### config.mk
export PLATFORM = sky130hd
export DESIGN_NAME = debounce_pulse
export DESIGN_NICKNAME = d
export VERILOG_FILES = /design/src/rtl/debounce_pulse.sv
export SDC_FILE = /design/constraint.sdc
export NUM_CORES = 1
export LEC_CHECK = 0
export CORE_AREA = 2 2 39 41
export DETAILED_ROUTE_END_ITERATION = 10
export DIE_AREA = 0 0 41 43
export PLACE_DENSITY_LB_ADDON = 0.08
export SYNTH_ARGS = -nofsm -noshare
export SYNTH_HDL_FRONTEND = slang
export SYNTH_SLANG_ARGS = --single-unit
### constraint.sdc
create_clock -name clk -period 1.4 [get_ports clk]
set_input_delay 0.14 -clock clk [delete_from_list [all_inputs] [get_ports clk]]
set_output_delay 0.14 -clock clk [all_outputs]
set_load 0.005 [all_outputs]
### src/rtl/debounce_pulse.sv
// Multi-channel switch debouncer: per-channel synchronizer, stability counter,
// registered debounced level with one-cycle rise/fall pulses and a toggle state.
module debounce_pulse #(
  parameter int WIDTH       = 1,
  parameter int SYNC_STAGES = 2,
  parameter int DB_CYCLES   = 16
) (
  input  logic             clk,
  input  logic             rst,
  input  logic             en,
  input  logic [WIDTH-1:0] din,
  output logic [WIDTH-1:0] level,
  output logic [WIDTH-1:0] rise,
  output logic [WIDTH-1:0] fall,
  output logic [WIDTH-1:0] toggle
);

  localparam int             CNT_W   = (DB_CYCLES > 1) ? $clog2(DB_CYCLES) : 1;
  localparam logic [CNT_W-1:0] CNT_MAX = CNT_W'(DB_CYCLES - 1);

  logic [WIDTH-1:0] sync_q [SYNC_STAGES];
  logic [WIDTH-1:0] sync_d [SYNC_STAGES];
  logic [WIDTH-1:0] s;

  logic [CNT_W-1:0] cnt_q [WIDTH];
  logic [CNT_W-1:0] cnt_d [WIDTH];

  logic [WIDTH-1:0] level_q, level_d;
  logic [WIDTH-1:0] rise_q, rise_d;
  logic [WIDTH-1:0] fall_q, fall_d;
  logic [WIDTH-1:0] toggle_q, toggle_d;

  // Synchronizer shifts every cycle, independent of en.
  always_comb begin
    sync_d[0] = din;
    for (int k = 1; k < SYNC_STAGES; k++) begin
      sync_d[k] = sync_q[k-1];
    end
  end

  assign s = sync_q[SYNC_STAGES-1];

  // A level is accepted on the cycle the counter has already seen
  // DB_CYCLES-1 differing samples; any agreeing sample or en=0 restarts it.
  always_comb begin
    level_d  = level_q;
    rise_d   = '0;
    fall_d   = '0;
    toggle_d = toggle_q;
    for (int i = 0; i < WIDTH; i++) begin
      cnt_d[i] = '0;
      if (en && (s[i] != level_q[i])) begin
        if (cnt_q[i] == CNT_MAX) begin
          level_d[i]  = s[i];
          rise_d[i]   = s[i];
          fall_d[i]   = ~s[i];
          toggle_d[i] = toggle_q[i] ^ s[i];
        end else begin
          cnt_d[i] = cnt_q[i] + CNT_W'(1);
        end
      end
    end
  end

  always_ff @(posedge clk) begin
    if (rst) begin
      for (int k = 0; k < SYNC_STAGES; k++) begin
        sync_q[k] <= '0;
      end
      for (int i = 0; i < WIDTH; i++) begin
        cnt_q[i] <= '0;
      end
      level_q  <= '0;
      rise_q   <= '0;
      fall_q   <= '0;
      toggle_q <= '0;
    end else begin
      for (int k = 0; k < SYNC_STAGES; k++) begin
        sync_q[k] <= sync_d[k];
      end
      for (int i = 0; i < WIDTH; i++) begin
        cnt_q[i] <= cnt_d[i];
      end
      level_q  <= level_d;
      rise_q   <= rise_d;
      fall_q   <= fall_d;
      toggle_q <= toggle_d;
    end
  end

  assign level  = level_q;
  assign rise   = rise_q;
  assign fall   = fall_q;
  assign toggle = toggle_q;

endmodule
==> flow_summary_export.csv, run 1 <==
group,metric,value,unit
synthesis,ys_types,17,
floorplan,core_area,1380,µm²
grt,overflow,0,
timing,drv_slew,0,
timing,final.min_clock_period,1310,ps
power,p_clk_frac,0.449,
grt,grt_max_degree,8,
finish,seqCellArea,200,µm²
routing,first_pass_iters,4,
run_status,status,"finished, final reports clean",
clock_network,clock_path_buffers,2,
routing,wl_per_cell,8.97,µm
finish,area_growth_syn_to_layout,37.9,%
power,seqPwrFrac,0.521,
clock_network,htreeDepth,1,
timing,max_freq,0.762,GHz
clock_network,clk_pin_slew_worst_paths,60,ps
finish,instances_no_fill,61,
clock_network,post_cts_resized,0,
critical_path,path_buf_inv,1,
clock_network,cts_hold_buf,0,
critical_path,cp_cell_sequence,"clkdlybuf4s50_1",
critical_path,arrival,1170,ps
critical_path,slowest_stage,"clkdlybuf4s50_1",
power,vdd_drop_max,553,µV
synthesis,ys_ff_latch,10,
clock_network,cts_root_buffer,"clkbuf_4",
critical_path,end_kind,"output port",
finish,multi_input_area,149,µm²
placed_design,port_buffers,7,
placed_design,dpl_worst_slack,67.3,ps
hold_path,min_path_type,"primary input to register",
finish,drive_gt1_frac,0.133,
timing,setup_viol,0,
synthesis,ys_seq_area_frac,0.567,
clock_network,numClockSinks,10,
routing,drtAntennaViolNets,0,
clock_network,insertion_delay,260,ps
floorplan,die_area,1760,µm²
power,power.switching,0.0997,mW
job,drv_cap,0,
critical_path,cp_top_family,"buffers and inverters",
critical_path,crit_path_max_fanout,5,
synthesis,syn_inst,33,
timing,hold_violations,0,
finish,fin_nets,51,
placed_design,place_congestion,0.617,
floorplan,ioPinCount,8,
routing,finalWirelength,547,µm
power,combPwrFrac,0.030,
routing,num_vias,268,
routing,drt_iter0_markers,1,
timing,rsz0062_at_grt,"false",
timing,slew_headroom,0.840,
power,switching_share,0.179,
timing,period_share,0.937,
power,p_leak,0.189,nW
timing,fin_ws,88.2,ps
grt,track_usage,0.0908,
placed_design,dp_cells,57,
finish,fill_cells,138,
synthesis,yosysWarnings,0,
floorplan,row_count,14,
timing,skew,0.898,ps
routing,drc,0,
timing,tightest_slew,239,ps
critical_path,r2r_setup_slack,130,ps
placed_design,dp_hpwl,431,µm
critical_path,slowest_delay,520,ps
clock_network,cts_tree,"yes",
routing,routed_via_density,4.39,
synthesis,syn_avg_cell_area,10.7,µm²
critical_path,cp.required,1260,ps
grt,grt_pass1_wl,1020,µm
synthesis,synth_area,353,µm²
floorplan,fp.dieW,41,µm
power,p_per_area,1140,nW/µm²
floorplan,start_util,0.255,
floorplan,die_h,43,µm
synthesis,syn-num-nets,38,
finish,insertedDiodeCount,0,
timing,tns,0,ps
clock_network,cts_inserted_buffers,3,
clock_network,post_cts_buffers,0,
grt,grt_pass1_vias,252,
critical_path,crit_type,"register to output port",
grt,antenna_found_initial,0,
timing,hold_slack,433,ps
critical_path,startpoint_type,"register",
power,internal-power,0.456,mW
[Yosys cell counts, drive strengths merged]
master | count | area [µm²]
nand3 | 2 | 10.0
xor2 | 2 | 17.5
nor2b | 2 | 12.5
o21ai | 1 | 5.00
or2b | 1 | 7.51
nand4b | 1 | 8.76
inv | 1 | 3.75
nor3 | 1 | 5.00
ha | 1 | 12.5
xnor2 | 1 | 8.76
dfxtp | 10 | 200
nand4 | 1 | 12.5
nor2 | 5 | 18.8
a21oi | 1 | 5.00
mux2i | 1 | 10.0
or3 | 1 | 6.26
nor4b | 1 | 8.76
[final cells by class]
cell class / instances / area share
Timing Repair Buffer: 8 / 0.159
Tap cell: 16 / 0.0411
Sequential cell: 10 / 0.411
Clock buffer: 4 / 0.0746
Multi-Input combinational cell: 22 / 0.306
Inverter: 1 / 0.00771
[cells by family after synthesis]
family | after synthesis | share of synthesized area
XOR/XNOR | 3 | 0.0745
AND/OR/NAND/NOR | 15 | 0.255
flip-flops | 10 | 0.567
buffers and inverters | 1 | 0.0106
adder cells (fa/ha/maj) | 1 | 0.0355
AO/OA/AOI/OAI | 2 | 0.0283
multiplexers | 1 | 0.0284
[power by group through the flow]
stage | Combinational (mW) | Sequential [mW] | Clock [mW]
floorplan | 0.00516 | 0.295 | 0
CTS | 0.0172 | 0.289 | 0.261
finish | 0.0169 | 0.289 | 0.249
global placement | 0.0170 | 0.296 | 0
detailed placement | 0.0172 | 0.296 | 0
global route | 0.0189 | 0.290 | 0.278
[metal layers]
metal | track usage | wire, µm | vias up
li1 | - | - | 138
met1 | 0.111 | 229 | 121
met2 | 0.109 | 275 | 7
met3 | 0.0471 | 37 | 2
met4 | 0.0800 | 4 | 0
met5 | 0 | 0 | -
[stage by stage]
stage                     utilization  cell area [µm²]  power [mW]
after global placement          0.325              450       0.313
after CTS                       0.352              487       0.568
after global routing            0.352              487       0.587
final                           0.352              487       0.556
after floorplan                     -              353       0.301
after detailed placement        0.325              450       0.313
[flip-flops by register name, summed over array words and instances (netlist names)]
signal and count:
fall 1, sync_q 2, toggle 1, level 1
rise 1, cnt_q 4
[layout by cell type, fill, tap and decap left out, drive strengths merged]
| cell type | instances |
|---|---|
| inv | 1 |
| or3 | 1 |
| clkdlybuf4s50 | 7 |
| nand4b | 1 |
| mux2i | 1 |
| dfxtp | 10 |
| nor4b | 1 |
| nor2b | 2 |
| ha | 1 |
| nand4 | 1 |
| o21ai | 1 |
| nand3 | 2 |
| xor2 | 2 |
| a21oi | 1 |
| nor2 | 5 |
| clkbuf | 4 |
| buf | 1 |
| or2b | 1 |
| nor3 | 1 |
| xnor2 | 1 |
[worst paths after layout]
check	cells after the start	from	end
worst max-delay path	1	level	level
worst max register to register	4	cnt_q[0][0]	toggle
worst min-delay path	2	din	sync_q[0][0]
worst min register to register	1	cnt_q[0][0]	cnt_q[0][0]
Note: power is estimated with default switching activity, not from simulation.
==> run 2, diff against run 1 <==
--- a/config.mk
+++ b/config.mk
@@ -5,6 +5,7 @@
 export SDC_FILE = /design/constraint.sdc
 export NUM_CORES = 1
 export LEC_CHECK = 0
+export CAP_MARGIN = 10
 export CORE_AREA = 2 2 39 41
 export DETAILED_ROUTE_END_ITERATION = 10
 export DIE_AREA = 0 0 41 43
==> constraint.sdc (replaced) <==
create_clock -name clk -period 1.4 [get_ports clk]
set_input_delay 0.21 -clock clk [delete_from_list [all_inputs] [get_ports clk]]
set_output_delay 0.21 -clock clk [all_outputs]
set_load 0.005 [all_outputs]
==> run 2 against run 1 <==
Against the previous run:
- sequential cell count did not move
- clock power fell by 25%
- non-clock buffer count rose by 1
- clock skew rose by 7.0 ps
- worst setup slack got worse by 24 ps
==> flow_summary_export.csv, run 2 (synthesis gave the netlist of run 1 again) <==
group,metric,value,unit
run_status,status,"finished, final reports clean",
clock_network,htreeDepth,1,
routing,drc,0,
placed_design,place_congestion,0.585,
hold_path,min_path_type,"register to register",
clock_network,clock_path_buffers,2,
timing,setup_viol,0,
floorplan,fp.dieW,41,µm
floorplan,start_util,0.255,
grt,track_usage,0.0916,
power,finalPower,0.495,mW
floorplan,die_area,1760,µm²
clock_network,clk_pin_slew_worst_paths,60,ps
clock_network,cts_tree,"yes",
power,power.switching,0.0961,mW
finish,top_register,"cnt_q",
timing,drv_slew,0,
timing,slew_headroom,0.852,
critical_path,slowest_stage,"clkdlybuf4s50_1",
floorplan,die_h,43,µm
timing,final.min_clock_period,1340,ps
finish,insertedDiodeCount,0,
power,vdd_drop_max,460,µV
critical_path,cp_cell_sequence,"clkdlybuf4s50_1",
clock_network,numClockSinks,10,
grt,grt_pass1_wl,1030,µm
critical_path,crit_path_max_fanout,5,
grt,antenna_found_initial,0,
clock_network,cts_hold_buf,0,
timing,hold_violations,0,
placed_design,port_buffers,7,
routing,drt_iter0_markers,2,
critical_path,slowest_delay,500,ps
power,p_leak,0.187,nW
routing,drtAntennaViolNets,0,
finish,reg_top3,"cnt_q (4), sync_q (2)",
routing,finalWirelength,589,µm
timing,skew,7.85,ps
finish,area_growth_syn_to_layout,36.5,%
power,internal-power,0.399,mW
grt,overflow,0,
grt,grt_pass1_vias,278,
routing,first_pass_iters,2,
clock_network,cts_inserted_buffers,3,
timing,max_freq,0.749,GHz
power,switching_share,0.194,
placed_design,dp_hpwl,474,µm
floorplan,core_area,1380,µm²
timing,period_share,0.954,
job,drv_cap,0,
power,p_clk_frac,0.376,
critical_path,crit_type,"register to output port",
critical_path,cp_top_family,"buffers and inverters",
critical_path,end_kind,"output port",
clock_network,post_cts_resized,1,
grt,grt_max_degree,6,
timing,rsz0062_at_grt,"false",
critical_path,path_buf_inv,1,
finish,drive_gt1_frac,0.156,
clock_network,cts_root_buffer,"clkbuf_4",
finish,fin_nets,52,
finish,design_area,482,µm²
timing,tightest_slew,220,ps
clock_network,insertion_delay,260,ps
floorplan,ioPinCount,8,
critical_path,arrival,1130,ps
critical_path,startpoint_type,"register",
critical_path,cp.required,1190,ps
finish,final_common_cell,"dfxtp_1",
clock_network,post_cts_buffers,0,
finish,largest_reg_flops,4,
routing,routed_via_density,4.38,
power,seqPwrFrac,0.585,
placed_design,placed_cell_area,458,µm²
power,combPwrFrac,0.039,
routing,num_vias,267,
floorplan,row_count,14,
routing,wl_per_cell,9.66,µm
finish,layout_common_cells,"9 x dfxtp_1, 7 x clkdlybuf4s50_1, 5 x nor2_1, 3 x clkbuf_4",
power,p_per_area,1030,nW/µm²
[run 2: cell count changes in the layout (fill, tap and decap cells not counted)]
| cell | delta |
|---|---|
| dfxtp_2 | +1 |
| clkbuf_8 | -1 |
| buf_4 | +1 |
| dfxtp_1 | -1 |
[run 2: through the flow]
stage | utilization | hold WS, ps | setup TNS, ps | setup WS (ps) | std cells
after floorplan | - | 279 | 0 | 169 | 33
after global placement | 0.331 | 428 | 0 | 24.0 | 58
after detailed placement | 0.331 | 431 | -26.5 | -26.5 | 58
after CTS | 0.348 | 446 | 0 | 51.3 | 61
after global routing | 0.348 | 449 | 0 | 24.1 | 61
final | 0.348 | 440 | 0 | 64.2 | 61
[run 2: path summary, 6_finish.rpt]
path / from / to / slack [ps] / cells past startpoint
hold reg to reg: sync_q[0][0] / sync_q[0][1] / 440 / 1
setup reg to reg: cnt_q[0][0] / toggle / 120 / 4
hold / removal: sync_q[0][0] / sync_q[0][1] / 440 / 1
setup / recovery: level / level / 60 / 1
[run 2: area by class of cell]
type                    count  area [µm²]
clock buffers               3        22.5
flip-flops and latches     10         201
fillers                   153         902
multi-input cells          22         149
inverters                   1        3.75
well taps                  16        20.0
repair buffers              9        85.1
[run 2: power by group through the flow]
stage                     sequential [mW]  clock [mW]  combinational, mW
after CTS                           0.290       0.197             0.0194
after detailed placement            0.296           0             0.0193
after global routing                0.290       0.203             0.0210
after global placement              0.296           0             0.0191
after floorplan                     0.295           0            0.00516
final                               0.290       0.186             0.0191
[run 2: routing by layer]
layer	global-route usage	wire, µm	vias to the layer above
li1	-	-	140
met1	0.0844	246	120
met2	0.138	309	5
met3	0.0471	28	2
met4	0.0800	4	0
met5	0	0	-
